--- src/rtl/spi_fifo_bridge_if.sv ---
// spi_fifo_bridge_if
//   Bundles every non-clock signal of spi_fifo_bridge: the CPU decode side
//   (push/pop strobes, status), the SPI master side (TX handshake, RX pulse)
//   and the DC pin.
//
//   Handshake semantics, in one place:
//     - wr_stb, rd_stb, ovf_clr, m_tx_dv and m_rx_dv are single-cycle strobes
//       sampled on the rising clk edge. There is no back-pressure on them:
//       a wr_stb while tx_full is dropped and an rd_stb while rx_avail=0 is
//       ignored.
//     - m_tx_ready is the master's level-sensitive "idle" flag. A byte is
//       offered (m_tx_dv for one cycle) only when m_tx_ready was high. The
//       master drops it to show the byte is in flight and raises it when the
//       byte is finished.
//
//   Modports:
//     slave  - the bridge's view (drives status, TX byte/dv, dc, state_dbg)
//     master - the environment's view (CPU decode plus SPI master)
//
//   state_dbg carries the TX FSM state (0 IDLE, 1 ISSUE, 2 WAIT_BUSY,
//   3 WAIT_DONE) for observation only.
interface spi_fifo_bridge_if #(
  parameter int TX_AW = 4
);
  logic             wr_stb;
  logic [7:0]       wr_data;
  logic             wr_dc;
  logic             rd_stb;
  logic [7:0]       rd_data;
  logic             tx_full;
  logic             tx_empty;
  logic [TX_AW:0]   tx_level;
  logic             busy;
  logic             rx_avail;
  logic             rx_overflow;
  logic             ovf_clr;
  logic [7:0]       m_tx_byte;
  logic             m_tx_dv;
  logic             m_tx_ready;
  logic             m_rx_dv;
  logic [7:0]       m_rx_byte;
  logic             dc;
  logic [1:0]       state_dbg;

  modport slave (
    input  wr_stb, wr_data, wr_dc, rd_stb, ovf_clr,
    input  m_tx_ready, m_rx_dv, m_rx_byte,
    output rd_data, tx_full, tx_empty, tx_level, busy, rx_avail, rx_overflow,
    output m_tx_byte, m_tx_dv, dc, state_dbg
  );

  modport master (
    output wr_stb, wr_data, wr_dc, rd_stb, ovf_clr,
    output m_tx_ready, m_rx_dv, m_rx_byte,
    input  rd_data, tx_full, tx_empty, tx_level, busy, rx_avail, rx_overflow,
    input  m_tx_byte, m_tx_dv, dc, state_dbg
  );
endinterface

--- src/rtl/spi_fifo_bridge.sv ---
// spi_fifo_bridge
//   Byte-stream buffer between the CPU SPI register decode and an SPI master.
//   CPU pushes {dc,byte} into a TX FIFO; a small FSM drains it into the
//   master's TX handshake and holds the DC pin for the byte in flight.
//   Received bytes are buffered for CPU reads.
//
//   Ports:
//     clk    system clock (shared with the SPI master)
//     rst_h  asynchronous active-high reset; flushes both FIFOs, FSM -> IDLE
//     bus    spi_fifo_bridge_if.slave (see interface header for signals)
//
//   Parameters:
//     TX_AW  TX FIFO address width, depth 2**TX_AW entries of {dc,byte}
//     RX_AW  RX FIFO address width, depth 2**RX_AW bytes (RX FIFO build only)
//
//   Build option:
//     SPI_FIFO_RX_EN defined   -> RX path is a 2**RX_AW deep FIFO
//     SPI_FIFO_RX_EN undefined -> RX path is a single holding register
//   The TX path is identical in both builds.
module spi_fifo_bridge #(
  parameter int TX_AW = 4,
  parameter int RX_AW = 4
) (
  input  logic               clk,
  input  logic               rst_h,
  spi_fifo_bridge_if.slave   bus
);

  typedef enum logic [1:0] {
    IDLE      = 2'd0,
    ISSUE     = 2'd1,
    WAIT_BUSY = 2'd2,
    WAIT_DONE = 2'd3
  } state_t;

  localparam int TX_DEPTH = 1 << TX_AW;

  // ---------------------------------------------------------------- TX FIFO
  logic [8:0]       tx_mem [TX_DEPTH];
  logic [TX_AW-1:0] tx_wr_ptr;
  logic [TX_AW-1:0] tx_rd_ptr;
  logic [TX_AW:0]   tx_count;
  logic             tx_full;
  logic             tx_empty;
  logic             tx_push;
  logic             tx_pop;

  state_t state;
  state_t state_next;

  assign tx_full  = (tx_count == (TX_AW+1)'(TX_DEPTH));
  assign tx_empty = (tx_count == '0);
  // Full is judged before the edge, so a push while full is lost even when
  // the FSM pops in the same cycle.
  assign tx_push  = bus.wr_stb && !tx_full;

  always_ff @(posedge clk) begin
    if (tx_push) begin
      tx_mem[tx_wr_ptr] <= {bus.wr_dc, bus.wr_data};
    end
  end

  always_ff @(posedge clk or posedge rst_h) begin
    if (rst_h) begin
      tx_wr_ptr <= '0;
      tx_rd_ptr <= '0;
      tx_count  <= '0;
    end else begin
      if (tx_push) tx_wr_ptr <= tx_wr_ptr + 1'b1;
      if (tx_pop)  tx_rd_ptr <= tx_rd_ptr + 1'b1;
      case ({tx_push, tx_pop})
        2'b10:   tx_count <= tx_count + 1'b1;
        2'b01:   tx_count <= tx_count - 1'b1;
        default: tx_count <= tx_count;
      endcase
    end
  end

  // ----------------------------------------------------------------- TX FSM
  logic       tx_dv_q;
  logic [7:0] tx_byte_q;
  logic       dc_q;

  always_ff @(posedge clk or posedge rst_h) begin
    if (rst_h) begin
      state <= IDLE;
    end else begin
      state <= state_next;
    end
  end

  always_comb begin
    state_next = state;
    tx_pop     = 1'b0;
    case (state)
      IDLE: begin
        if (!tx_empty && bus.m_tx_ready) begin
          state_next = ISSUE;
          tx_pop     = 1'b1;
        end
      end
      ISSUE:     state_next = WAIT_BUSY;
      WAIT_BUSY: if (!bus.m_tx_ready) state_next = WAIT_DONE;
      WAIT_DONE: if (bus.m_tx_ready)  state_next = IDLE;
      default:   state_next = IDLE;
    endcase
  end

  // Byte and dc are loaded only on the IDLE->ISSUE edge, so dc stays put for
  // the whole time the master is shifting.
  always_ff @(posedge clk or posedge rst_h) begin
    if (rst_h) begin
      tx_dv_q   <= 1'b0;
      tx_byte_q <= '0;
      dc_q      <= 1'b0;
    end else begin
      tx_dv_q <= tx_pop;
      if (tx_pop) begin
        {dc_q, tx_byte_q} <= tx_mem[tx_rd_ptr];
      end
    end
  end

  // ---------------------------------------------------------------- RX path
  logic [7:0] rd_data_q;
  logic       rx_avail_w;
  logic       rx_ovf_set;
  logic       rx_ovf_q;

`ifdef SPI_FIFO_RX_EN
  localparam int RX_DEPTH = 1 << RX_AW;

  logic [7:0]       rx_mem [RX_DEPTH];
  logic [RX_AW-1:0] rx_wr_ptr;
  logic [RX_AW-1:0] rx_rd_ptr;
  logic [RX_AW-1:0] rx_rd_ptr_next;
  logic [RX_AW:0]   rx_count;
  logic [RX_AW:0]   rx_count_next;
  logic             rx_full;
  logic             rx_empty;
  logic             rx_push;
  logic             rx_pop;
  logic [7:0]       rx_head_next;

  assign rx_full    = (rx_count == (RX_AW+1)'(RX_DEPTH));
  assign rx_empty   = (rx_count == '0);
  assign rx_pop     = bus.rd_stb && !rx_empty;
  // A pop in the same cycle frees the slot, so a byte arriving while full
  // is still kept in that case.
  assign rx_push    = bus.m_rx_dv && (!rx_full || rx_pop);
  assign rx_ovf_set = bus.m_rx_dv && rx_full && !rx_pop;
  assign rx_avail_w = !rx_empty;

  assign rx_rd_ptr_next = rx_rd_ptr + RX_AW'(rx_pop);

  always_comb begin
    rx_count_next = rx_count;
    case ({rx_push, rx_pop})
      2'b10:   rx_count_next = rx_count + 1'b1;
      2'b01:   rx_count_next = rx_count - 1'b1;
      default: rx_count_next = rx_count;
    endcase
  end

  // rd_data is a register that always holds the head. The next head is the
  // byte being written right now when it lands exactly at the new read
  // pointer (empty FIFO, or the last entry popped); otherwise it is already
  // in memory. An empty FIFO keeps the last value.
  always_comb begin
    rx_head_next = rd_data_q;
    if (rx_count_next != '0) begin
      if (rx_push && (rx_rd_ptr_next == rx_wr_ptr)) begin
        rx_head_next = bus.m_rx_byte;
      end else begin
        rx_head_next = rx_mem[rx_rd_ptr_next];
      end
    end
  end

  always_ff @(posedge clk) begin
    if (rx_push) begin
      rx_mem[rx_wr_ptr] <= bus.m_rx_byte;
    end
  end

  always_ff @(posedge clk or posedge rst_h) begin
    if (rst_h) begin
      rx_wr_ptr <= '0;
      rx_rd_ptr <= '0;
      rx_count  <= '0;
      rd_data_q <= '0;
    end else begin
      if (rx_push) rx_wr_ptr <= rx_wr_ptr + 1'b1;
      rx_rd_ptr <= rx_rd_ptr_next;
      rx_count  <= rx_count_next;
      rd_data_q <= rx_head_next;
    end
  end
`else
  logic rx_avail_q;

  // Single holding register: a new byte always overwrites; losing an unread
  // byte is an overflow unless the CPU reads in that same cycle.
  assign rx_ovf_set = bus.m_rx_dv && rx_avail_q && !bus.rd_stb;
  assign rx_avail_w = rx_avail_q;

  always_ff @(posedge clk or posedge rst_h) begin
    if (rst_h) begin
      rd_data_q  <= '0;
      rx_avail_q <= 1'b0;
    end else begin
      if (bus.m_rx_dv) begin
        rd_data_q  <= bus.m_rx_byte;
        rx_avail_q <= 1'b1;
      end else if (bus.rd_stb) begin
        rx_avail_q <= 1'b0;
      end
    end
  end
`endif

  // Sticky overflow; a new overflow wins over a coincident clear.
  always_ff @(posedge clk or posedge rst_h) begin
    if (rst_h) begin
      rx_ovf_q <= 1'b0;
    end else if (rx_ovf_set) begin
      rx_ovf_q <= 1'b1;
    end else if (bus.ovf_clr) begin
      rx_ovf_q <= 1'b0;
    end
  end

  // ---------------------------------------------------------------- outputs
  assign bus.tx_full     = tx_full;
  assign bus.tx_empty    = tx_empty;
  assign bus.tx_level    = tx_count;
  assign bus.busy        = !tx_empty || (state != IDLE);
  assign bus.m_tx_dv     = tx_dv_q;
  assign bus.m_tx_byte   = tx_byte_q;
  assign bus.dc          = dc_q;
  assign bus.rd_data     = rd_data_q;
  assign bus.rx_avail    = rx_avail_w;
  assign bus.rx_overflow = rx_ovf_q;
  assign bus.state_dbg   = state;

endmodule
--- src/flat_wrapper.sv ---
// flat-port wrapper written by rule: the top's interface ports become plain ports
module spi_fifo_bridge_flat 
#(
  parameter int TX_AW = 4,
  parameter int RX_AW = 4
)
  (clk, rst_h, bus_wr_stb, bus_wr_data, bus_wr_dc, bus_rd_stb, bus_ovf_clr, bus_m_tx_ready, bus_m_rx_dv, bus_m_rx_byte, bus_rd_data, bus_tx_full, bus_tx_empty, bus_tx_level, bus_busy, bus_rx_avail, bus_rx_overflow, bus_m_tx_byte, bus_m_tx_dv, bus_dc, bus_state_dbg);
  spi_fifo_bridge_if #(.TX_AW(TX_AW)) bus_i ();
  input  logic clk;
  input  logic rst_h;
  input wire logic [$bits(bus_i.wr_stb)-1:0] bus_wr_stb;
  input wire logic [$bits(bus_i.wr_data)-1:0] bus_wr_data;
  input wire logic [$bits(bus_i.wr_dc)-1:0] bus_wr_dc;
  input wire logic [$bits(bus_i.rd_stb)-1:0] bus_rd_stb;
  input wire logic [$bits(bus_i.ovf_clr)-1:0] bus_ovf_clr;
  input wire logic [$bits(bus_i.m_tx_ready)-1:0] bus_m_tx_ready;
  input wire logic [$bits(bus_i.m_rx_dv)-1:0] bus_m_rx_dv;
  input wire logic [$bits(bus_i.m_rx_byte)-1:0] bus_m_rx_byte;
  output wire logic [$bits(bus_i.rd_data)-1:0] bus_rd_data;
  output wire logic [$bits(bus_i.tx_full)-1:0] bus_tx_full;
  output wire logic [$bits(bus_i.tx_empty)-1:0] bus_tx_empty;
  output wire logic [$bits(bus_i.tx_level)-1:0] bus_tx_level;
  output wire logic [$bits(bus_i.busy)-1:0] bus_busy;
  output wire logic [$bits(bus_i.rx_avail)-1:0] bus_rx_avail;
  output wire logic [$bits(bus_i.rx_overflow)-1:0] bus_rx_overflow;
  output wire logic [$bits(bus_i.m_tx_byte)-1:0] bus_m_tx_byte;
  output wire logic [$bits(bus_i.m_tx_dv)-1:0] bus_m_tx_dv;
  output wire logic [$bits(bus_i.dc)-1:0] bus_dc;
  output wire logic [$bits(bus_i.state_dbg)-1:0] bus_state_dbg;
  assign bus_i.wr_stb = bus_wr_stb;
  assign bus_i.wr_data = bus_wr_data;
  assign bus_i.wr_dc = bus_wr_dc;
  assign bus_i.rd_stb = bus_rd_stb;
  assign bus_i.ovf_clr = bus_ovf_clr;
  assign bus_i.m_tx_ready = bus_m_tx_ready;
  assign bus_i.m_rx_dv = bus_m_rx_dv;
  assign bus_i.m_rx_byte = bus_m_rx_byte;
  assign bus_rd_data = bus_i.rd_data;
  assign bus_tx_full = bus_i.tx_full;
  assign bus_tx_empty = bus_i.tx_empty;
  assign bus_tx_level = bus_i.tx_level;
  assign bus_busy = bus_i.busy;
  assign bus_rx_avail = bus_i.rx_avail;
  assign bus_rx_overflow = bus_i.rx_overflow;
  assign bus_m_tx_byte = bus_i.m_tx_byte;
  assign bus_m_tx_dv = bus_i.m_tx_dv;
  assign bus_dc = bus_i.dc;
  assign bus_state_dbg = bus_i.state_dbg;
  spi_fifo_bridge #(.TX_AW(TX_AW), .RX_AW(RX_AW)) u_core (.clk(clk), .rst_h(rst_h), .bus(bus_i));
endmodule
--- config.mk ---
export PLATFORM = sky130hd
export DESIGN_NAME = spi_fifo_bridge_flat
export DESIGN_NICKNAME = d
export VERILOG_FILES = /design/src/rtl/spi_fifo_bridge_if.sv /design/src/rtl/spi_fifo_bridge.sv /design/src/flat_wrapper.sv
export SDC_FILE = /design/constraint.sdc
export NUM_CORES = 1
export LEC_CHECK = 0
export CAP_MARGIN = 20
export CORE_ASPECT_RATIO = 0.7
export CORE_MARGIN = 5
export CORE_UTILIZATION = 52
export CTS_BUF_LIST = sky130_fd_sc_hd__clkbuf_4 sky130_fd_sc_hd__clkbuf_8
export DETAILED_ROUTE_END_ITERATION = 7
export PLACE_DENSITY = 0.72
export SYNTH_ARGS = -nofsm -noshare
export SYNTH_HDL_FRONTEND = slang
export SYNTH_SLANG_ARGS = --single-unit
--- constraint.sdc ---
create_clock -name clk -period 3.5 [get_ports clk]
set_clock_uncertainty 0.2 [all_clocks]
set_input_delay 0.7 -clock clk [delete_from_list [all_inputs] [get_ports clk]]
set_output_delay 0.7 -clock clk [all_outputs]
set_load 0.01 [all_outputs]
==> results of run 1 <==
[worst paths after layout]
path / start / to / slack (ns) / depth (start not counted)
max in group asynchronous: rst_h / u_core.tx_rd_ptr[2]$_DFFE_PP0P_ / 2.25 / 3
min in group asynchronous: rst_h / u_core.bus.m_tx_dv$_DFF_PP0_ / 0.48 / 3
worst max register to register: u_core.bus.tx_level[2]$_DFFE_PP0P_ / u_core.bus.tx_level[4]$_DFFE_PP0P_ / 0.51 / 10
worst min register to register: u_core.bus.rd_data[1]$_DFFE_PP0P_ / u_core.bus.rd_data[1]$_DFFE_PP0P_ / 0.31 / 1
worst max-delay path: u_core.bus.tx_level[2]$_DFFE_PP0P_ / bus_tx_empty / 0.42 / 3
worst min-delay path: u_core.bus.rd_data[1]$_DFFE_PP0P_ / u_core.bus.rd_data[1]$_DFFE_PP0P_ / 0.31 / 1
[registers in the layout, indices dropped and copies added, names as in the netlist]
signal and count:
u_core.bus.tx_level 5, u_core.bus.state_dbg 2, u_core.bus.dc 1, u_core.bus.rx_overflow 1
u_core.tx_rd_ptr 4, u_core.bus.rd_data 8, u_core.bus.rx_avail 1, u_core.bus.m_tx_byte 8
u_core.bus.m_tx_dv 1, u_core.tx_mem 144, u_core.tx_wr_ptr 4
[where the power goes]
| group | leakage [nW] | switching [mW] | total [mW] | internal [mW] |
|---|---|---|---|---|
| Combinational | 1.02 | 0.867 | 1.81 | 0.939 |
| Clock | 0.173 | 0.712 | 1.30 | 0.587 |
| Sequential | 1.72 | 0.256 | 2.88 | 2.62 |
| Total | 2.91 | 1.83 | 5.98 | 4.15 |
[placed cells by master (no fill, tap or decap), types with 3 or more instances in the layout]
cell type and instances:
sky130_fd_sc_hd__clkdlybuf4s50_1 53, sky130_fd_sc_hd__mux2i_1 19, sky130_fd_sc_hd__mux2_2 11, sky130_fd_sc_hd__clkbuf_4 3
sky130_fd_sc_hd__mux4_2 36, sky130_fd_sc_hd__xnor2_1 6, sky130_fd_sc_hd__ha_1 12, sky130_fd_sc_hd__buf_4 25
sky130_fd_sc_hd__clkbuf_8 17, sky130_fd_sc_hd__xor2_1 5, sky130_fd_sc_hd__nand2_1 22, sky130_fd_sc_hd__o21ai_0 4
sky130_fd_sc_hd__clkinvlp_4 5, sky130_fd_sc_hd__nor3_1 4, sky130_fd_sc_hd__dfrtp_1 34, sky130_fd_sc_hd__inv_1 8
sky130_fd_sc_hd__nor2_1 15, sky130_fd_sc_hd__edfxtp_1 144, sky130_fd_sc_hd__o221ai_1 9
[cell families after synthesis]
| family | count (synthesis) | share of synthesized area |
|---|---|---|
| compound gates | 25 | 0.0262 |
| flops | 179 | 0.727 |
| buf+inv | 27 | 0.0182 |
| simple gates | 56 | 0.0372 |
| xor+xnor | 11 | 0.0135 |
| fa+ha+maj | 12 | 0.0210 |
| mux | 66 | 0.157 |
[per-stage QoR]
step / cells / area (µm²) / setup WS, ns / total power, mW / hold WS [ns]
2_1_floorplan: 376 / 7160 / 0.566 / 4.07 / 0.319
3_3_place_gp: 622 / 8030 / 0.463 / 4.67 / 0.268
3_5_place_dp: 622 / 8030 / 0.364 / 4.75 / 0.292
4_1_cts: 654 / 8400 / 0.392 / 6.05 / 0.319
5_1_grt: 654 / 8400 / 0.269 / 6.31 / 0.331
6_report: 654 / 8400 / 0.418 / 5.98 / 0.314
[per-layer routing]
layer,track usage,part of all wire
met5,0,0
met4,0.0561,0.0093
met3,0.0394,0.060
met2,0.308,0.50
met1,0.259,0.43
[synth_stat cells, drive strengths merged, types with 2 or more instances]
master	number
nand2b	3
dfrtp	35
nand2	23
a21oi	2
edfxtp	144
a21o	2
nor2	15
nand4	2
xor2	5
buf	14
xnor2	6
o21ai	4
nor2b	2
inv	9
o221ai	9
clkbuf	4
nor3	4
ha	12
o22ai	2
mux4	36
mux2	11
mux2i	19
[area by class of cell]
class	count	area (µm²)
clock inverters	12	109
well taps	185	231
repair buffers	79	738
inverters	9	33.8
clock buffers	20	256
multi-input cells	170	1830
flip-flops and latches	179	5200
fillers	952	4920
==> metrics.txt, run 1 <==
type of the worst min-delay path=flop to flop; data arrival time of the critical path=2.18 ns; count of max-cap constraint violations=0; total DRC errors in the routed layout=0; average wire per standard cell=21.4 µm; leading register cell type out of synthesis=sky130_fd_sc_hd__edfxtp_1; post-route minimum period=3.08 ns; initial core utilization=0.538; fraction of final layout cells with drive strength greater than 1=0.235; Synth warnings=0; Vias per Instance=5.67; total wire length=14000 µm; First-pass DRT Iterations=5; count of flip-flops with a built-in enable after synthesis=144; CTS Root Buffer Type=sky130_fd_sc_hd__clkbuf_8; core footprint=13300 µm²; overall via count from detail_route=3709; RSZ-0062 raised after global routing=false; share of the synthesized area in the top cell type=0.604; total setup buffers inserted after CTS=0; CP bufs+invs=1; element type at the critical path end=output pin; overall routing resource usage=0.188; delay of the slowest critical-path stage=0.55 ns; cts-stage hold buffer count=0; post-synthesis instance area=7160 µm²; endpoints failing hold=0; transition time at the pin with the least slew margin=0.587 ns; maximum root-to-sink buffer count=2; number of nets in the layout=492; Area growth, synth to finish=17.3%; max-slew violation total from the final report=0; maximum level of the CTS H-tree=4; Crit Path Category=flop to output pin; Final Cycle Share=0.881; Detail Placement HPWL=9170 µm; worst skew pair latency=0.45 ns; Die Span Y=108 µm; aggregate negative setup slack=0 ns; Antenna diodes=0; gr ovfl total=0; startpoint types=flop; total of buffers placed on input and output ports=53; gpl congestion=0.820; number of antenna violations at the first check in global routing=0; register bit count reported by yosys=179; critical path cell sequence=or4_4 > nor2_1 > clkdlybuf4s50_1; critical path data required time=2.60 ns; maximum number of pins on one net before global-route repair=36; Setup-failing EPs final=0; site row count=35; Num CTS Buffers=17; via count of the first global-routing pass=3885; Yosys cell types=41; fraction of synthesis flops using an asynchronous set or reset pin=0.196; total number of clock tree sinks=179; synthesized net count=412; Clock Pin Slew Worst Setup and Hold Paths=0.09 ns; first-pass GRT wire length=22200 µm; clock tree from TritonCTS=built; total power per unit cell area=713 nW/µm²; initial detailed-routing violation count=287; relative slew slack=0.608; Max Clk Rate=324 MHz; worst ir drop on vdd=0.000321 V; total leakage power=2.91 nW; Die Outline Area=16200 µm²; antenna violation net count after detailed routing=0; post-layout util=0.631; post-synthesis area per instance=19.0 µm²; family with the most delay on the worst path=simple AND/OR/NAND/NOR gates; CP max stage cell=sky130_fd_sc_hd__clkdlybuf4s50_1; library cell with the largest summed area after synthesis=sky130_fd_sc_hd__edfxtp_1; cell count after synthesis=376; critical-path maximum fanout=10; number of placed I/O pins=54; status=finished clean; part of the Yosys area used for sequential elements=0.727; most area-consuming cells after synthesis=sky130_fd_sc_hd__edfxtp_1 (60%), sky130_fd_sc_hd__dfrtp_1 (12%), sky130_fd_sc_hd__mux4_2 (11%), sky130_fd_sc_hd__mux2i_1 (2.7%), sky130_fd_sc_hd__ha_1 (2.1%); Die Wd=150 µm; number of gates resized after cts=0
Note: power is estimated with default switching activity, not from simulation.
==> run 2, diff against run 1 <==
- CORE_MARGIN: 5 -> not set
==> run 2 against run 1 <==
Critical path depth is the same. Core utilization grew 0.99 points. Combinational power barely moved. Cell count grew 0.15%. Sequential share of layout area down 0.76 points. First-iteration DRC count down 15%. Via count fell by 1.9%. Register-to-register slack barely moved. Sequential power hardly changed. Clock power rose by 22%.
==> metrics.txt, run 2 (synthesized netlist as in run 1, its figures left out) <==
status=finished clean; aggregate negative setup slack=0 ns (unchanged); net switching power figure=1.83 mW (-0.25%); maximum level of the CTS H-tree=4 (unchanged); element type at the critical path end=output pin; cell area reported after detailed placement=8040 µm² (about the same); total setup buffers inserted after CTS=0 (unchanged); Die Outline Area=14200 µm² (-12%); type of the worst min-delay path=flop to flop; startpoint types=flop; maximum number of pins on one net before global-route repair=38 (+5.6%); clock network power share=0.254 (+0.037); gr ovfl total=0 (unchanged); total leakage power=2.98 nW (+2.3%); fraction of final layout cells with drive strength greater than 1=0.240 (+0.00588); Most flops, register=u_core.tx_mem; overall via count from detail_route=3639 (-1.9%); clock tree from TritonCTS=built; via count of the first global-routing pass=3738 (-3.8%); Die Span Y=100 µm (-7.4%); number of gates resized after cts=0 (unchanged); critical path data required time=2.60 ns (about the same); endpoints failing hold=0 (unchanged); RSZ-0062 raised after global routing=false; average wire per standard cell=20.9 µm (-2.7%); transition time at the pin with the least slew margin=0.611 ns (+0.0238 ns); Num CTS Buffers=17 (unchanged); total internal power=4.44 mW (+6.9%); Setup-failing EPs final=0 (unchanged); total power per unit cell area=737 nW/µm² (+3.5%); total of buffers placed on input and output ports=53 (unchanged); worst ir drop on vdd=0.000410 V (+28%); area of all placed cells without fillers=8500 µm² (+1.2%); core footprint=13300 µm² (-0.33%); most common cell after layout, fill and taps aside=sky130_fd_sc_hd__edfxtp_1; number of antenna violations at the first check in global routing=0 (unchanged); post-route minimum period=3.11 ns (+0.0306 ns); worst skew pair latency=0.45 ns (about the same); site row count=35 (unchanged); number of nets in the layout=493 (+0.20%); cts-stage hold buffer count=0 (unchanged); Final Cycle Share=0.889 (+0.00875); fillcell total=914 (-4.0%); initial core utilization=0.539 (+0.00177); total number of clock tree sinks=179 (unchanged); critical-path maximum fanout=9 (-1); most frequent cells in the layout=sky130_fd_sc_hd__edfxtp_1 (144), sky130_fd_sc_hd__clkdlybuf4s50_1 (53), sky130_fd_sc_hd__mux4_2 (36), sky130_fd_sc_hd__dfrtp_1 (34), sky130_fd_sc_hd__buf_4 (26); post-layout util=0.641 (+0.00991); max-slew violation total from the final report=0 (unchanged); first-pass GRT wire length=21500 µm (-3.5%); gpl congestion=0.730 (-11%); Vias per Instance=5.56 (-2.0%); number of placed I/O pins=54 (unchanged); final std cells w/o fill=655 (+0.15%); CTS Root Buffer Type=sky130_fd_sc_hd__clkbuf_8; count of max-cap constraint violations=0 (unchanged); total DRC errors in the routed layout=0 (unchanged); Detail Placement HPWL=9060 µm (-1.2%); maximum root-to-sink buffer count=2 (unchanged); switching portion of total power=0.292 (-0.0146); Die Wd=142 µm (-5.3%); data arrival time of the critical path=2.21 ns (+0.03 ns); proportion of power drawn by flip-flops and latches=0.461 (-0.020); relative slew slack=0.592 (-0.0159); First-pass DRT Iterations=5 (unchanged); Antenna diodes=0 (unchanged); overall routing resource usage=0.212 (+0.0242); Area growth, synth to finish=18.8%; placed cells=623 (+0.16%); Max Clk Rate=321 MHz (-0.98%); total wire length=13700 µm (-2.6%); power share of the combinational group=0.285 (-0.017); Crit Path Category=flop to output pin; initial detailed-routing violation count=244 (-15%); Largest register FFs=144 (unchanged); power after layout=6.27 mW (+4.7%); Clock Pin Slew Worst Setup and Hold Paths=0.09 ns (about the same); antenna violation net count after detailed routing=0 (unchanged)
run 2: cell types whose count changed in the layout (fill, tap and decap cells not counted):
cell	previous run	this run
sky130_fd_sc_hd__bufinv_16	1	5
sky130_fd_sc_hd__buf_4	25	26
sky130_fd_sc_hd__clkinvlp_4	5	1
sky130_fd_sc_hd__clkinv_1	2	0
sky130_fd_sc_hd__clkinv_4	1	2
sky130_fd_sc_hd__clkinv_2	1	2
run 2: final timing paths:
kind                       cells past startpoint  slack, ns                                  to                          startpoint
hold / removal                                 1       0.30  u_core.bus.rx_overflow$_DFFE_PP0P_  u_core.bus.rx_overflow$_DFFE_PP0P_
min in group asynchronous                      3       0.47   u_core.bus.rd_data[6]$_DFFE_PP0P_                               rst_h
hold reg to reg                                1       0.30  u_core.bus.rx_overflow$_DFFE_PP0P_  u_core.bus.rx_overflow$_DFFE_PP0P_
setup reg to reg                              10       0.50  u_core.bus.tx_level[2]$_DFFE_PP0P_  u_core.bus.tx_level[1]$_DFFE_PP0P_
setup / recovery                               3       0.39                        bus_tx_empty  u_core.bus.tx_level[1]$_DFFE_PP0P_
max in group asynchronous                      3       2.25     u_core.tx_rd_ptr[2]$_DFFE_PP0P_                               rst_h
run 2: power groups by stage:
stage	combinational [mW]	sequential (mW)	clock, mW
after floorplan	1.23	2.84	0
after global placement	1.75	2.91	0
after detailed placement	1.80	2.94	0
after CTS	1.81	2.89	1.62
after global routing	1.94	2.94	1.70
final	1.79	2.89	1.59
run 2: area by class of cell:
class | count | area, µm² | share of cell area
repair buffers | 80 | 746 | 0.0877
inverters | 9 | 33.8 | 0.00397
multi-input cells | 170 | 1830 | 0.215
clock inverters | 12 | 205 | 0.0241
flip-flops and latches | 179 | 5200 | 0.612
clock buffers | 20 | 256 | 0.0302
well taps | 185 | 231 | 0.0272
run 2: metrics by stage:
step,setup WS [ns],hold WS (ns)
after detailed placement,0.399,0.287
after global placement,0.453,0.269
after CTS,0.360,0.310
after global routing,0.283,0.330
after floorplan,0.566,0.319
final,0.388,0.301
run 2: routing by layer:
metal / global-route usage / part of all wire / vias up
li1: - / - / 1638
met2: 0.332 / 0.47 / 112
met4: 0.0645 / 0.012 / 0
met3: 0.0487 / 0.053 / 17
met1: 0.302 / 0.46 / 1872
met5: 0 / 0 / -
run 2: critical path, cell delays in order, from the launching register on:
cell and delay (ns):
sky130_fd_sc_hd__dfrtp_1 0.49, sky130_fd_sc_hd__or4_4 0.59, sky130_fd_sc_hd__nor2_1 0.14, sky130_fd_sc_hd__clkdlybuf4s50_1 0.55
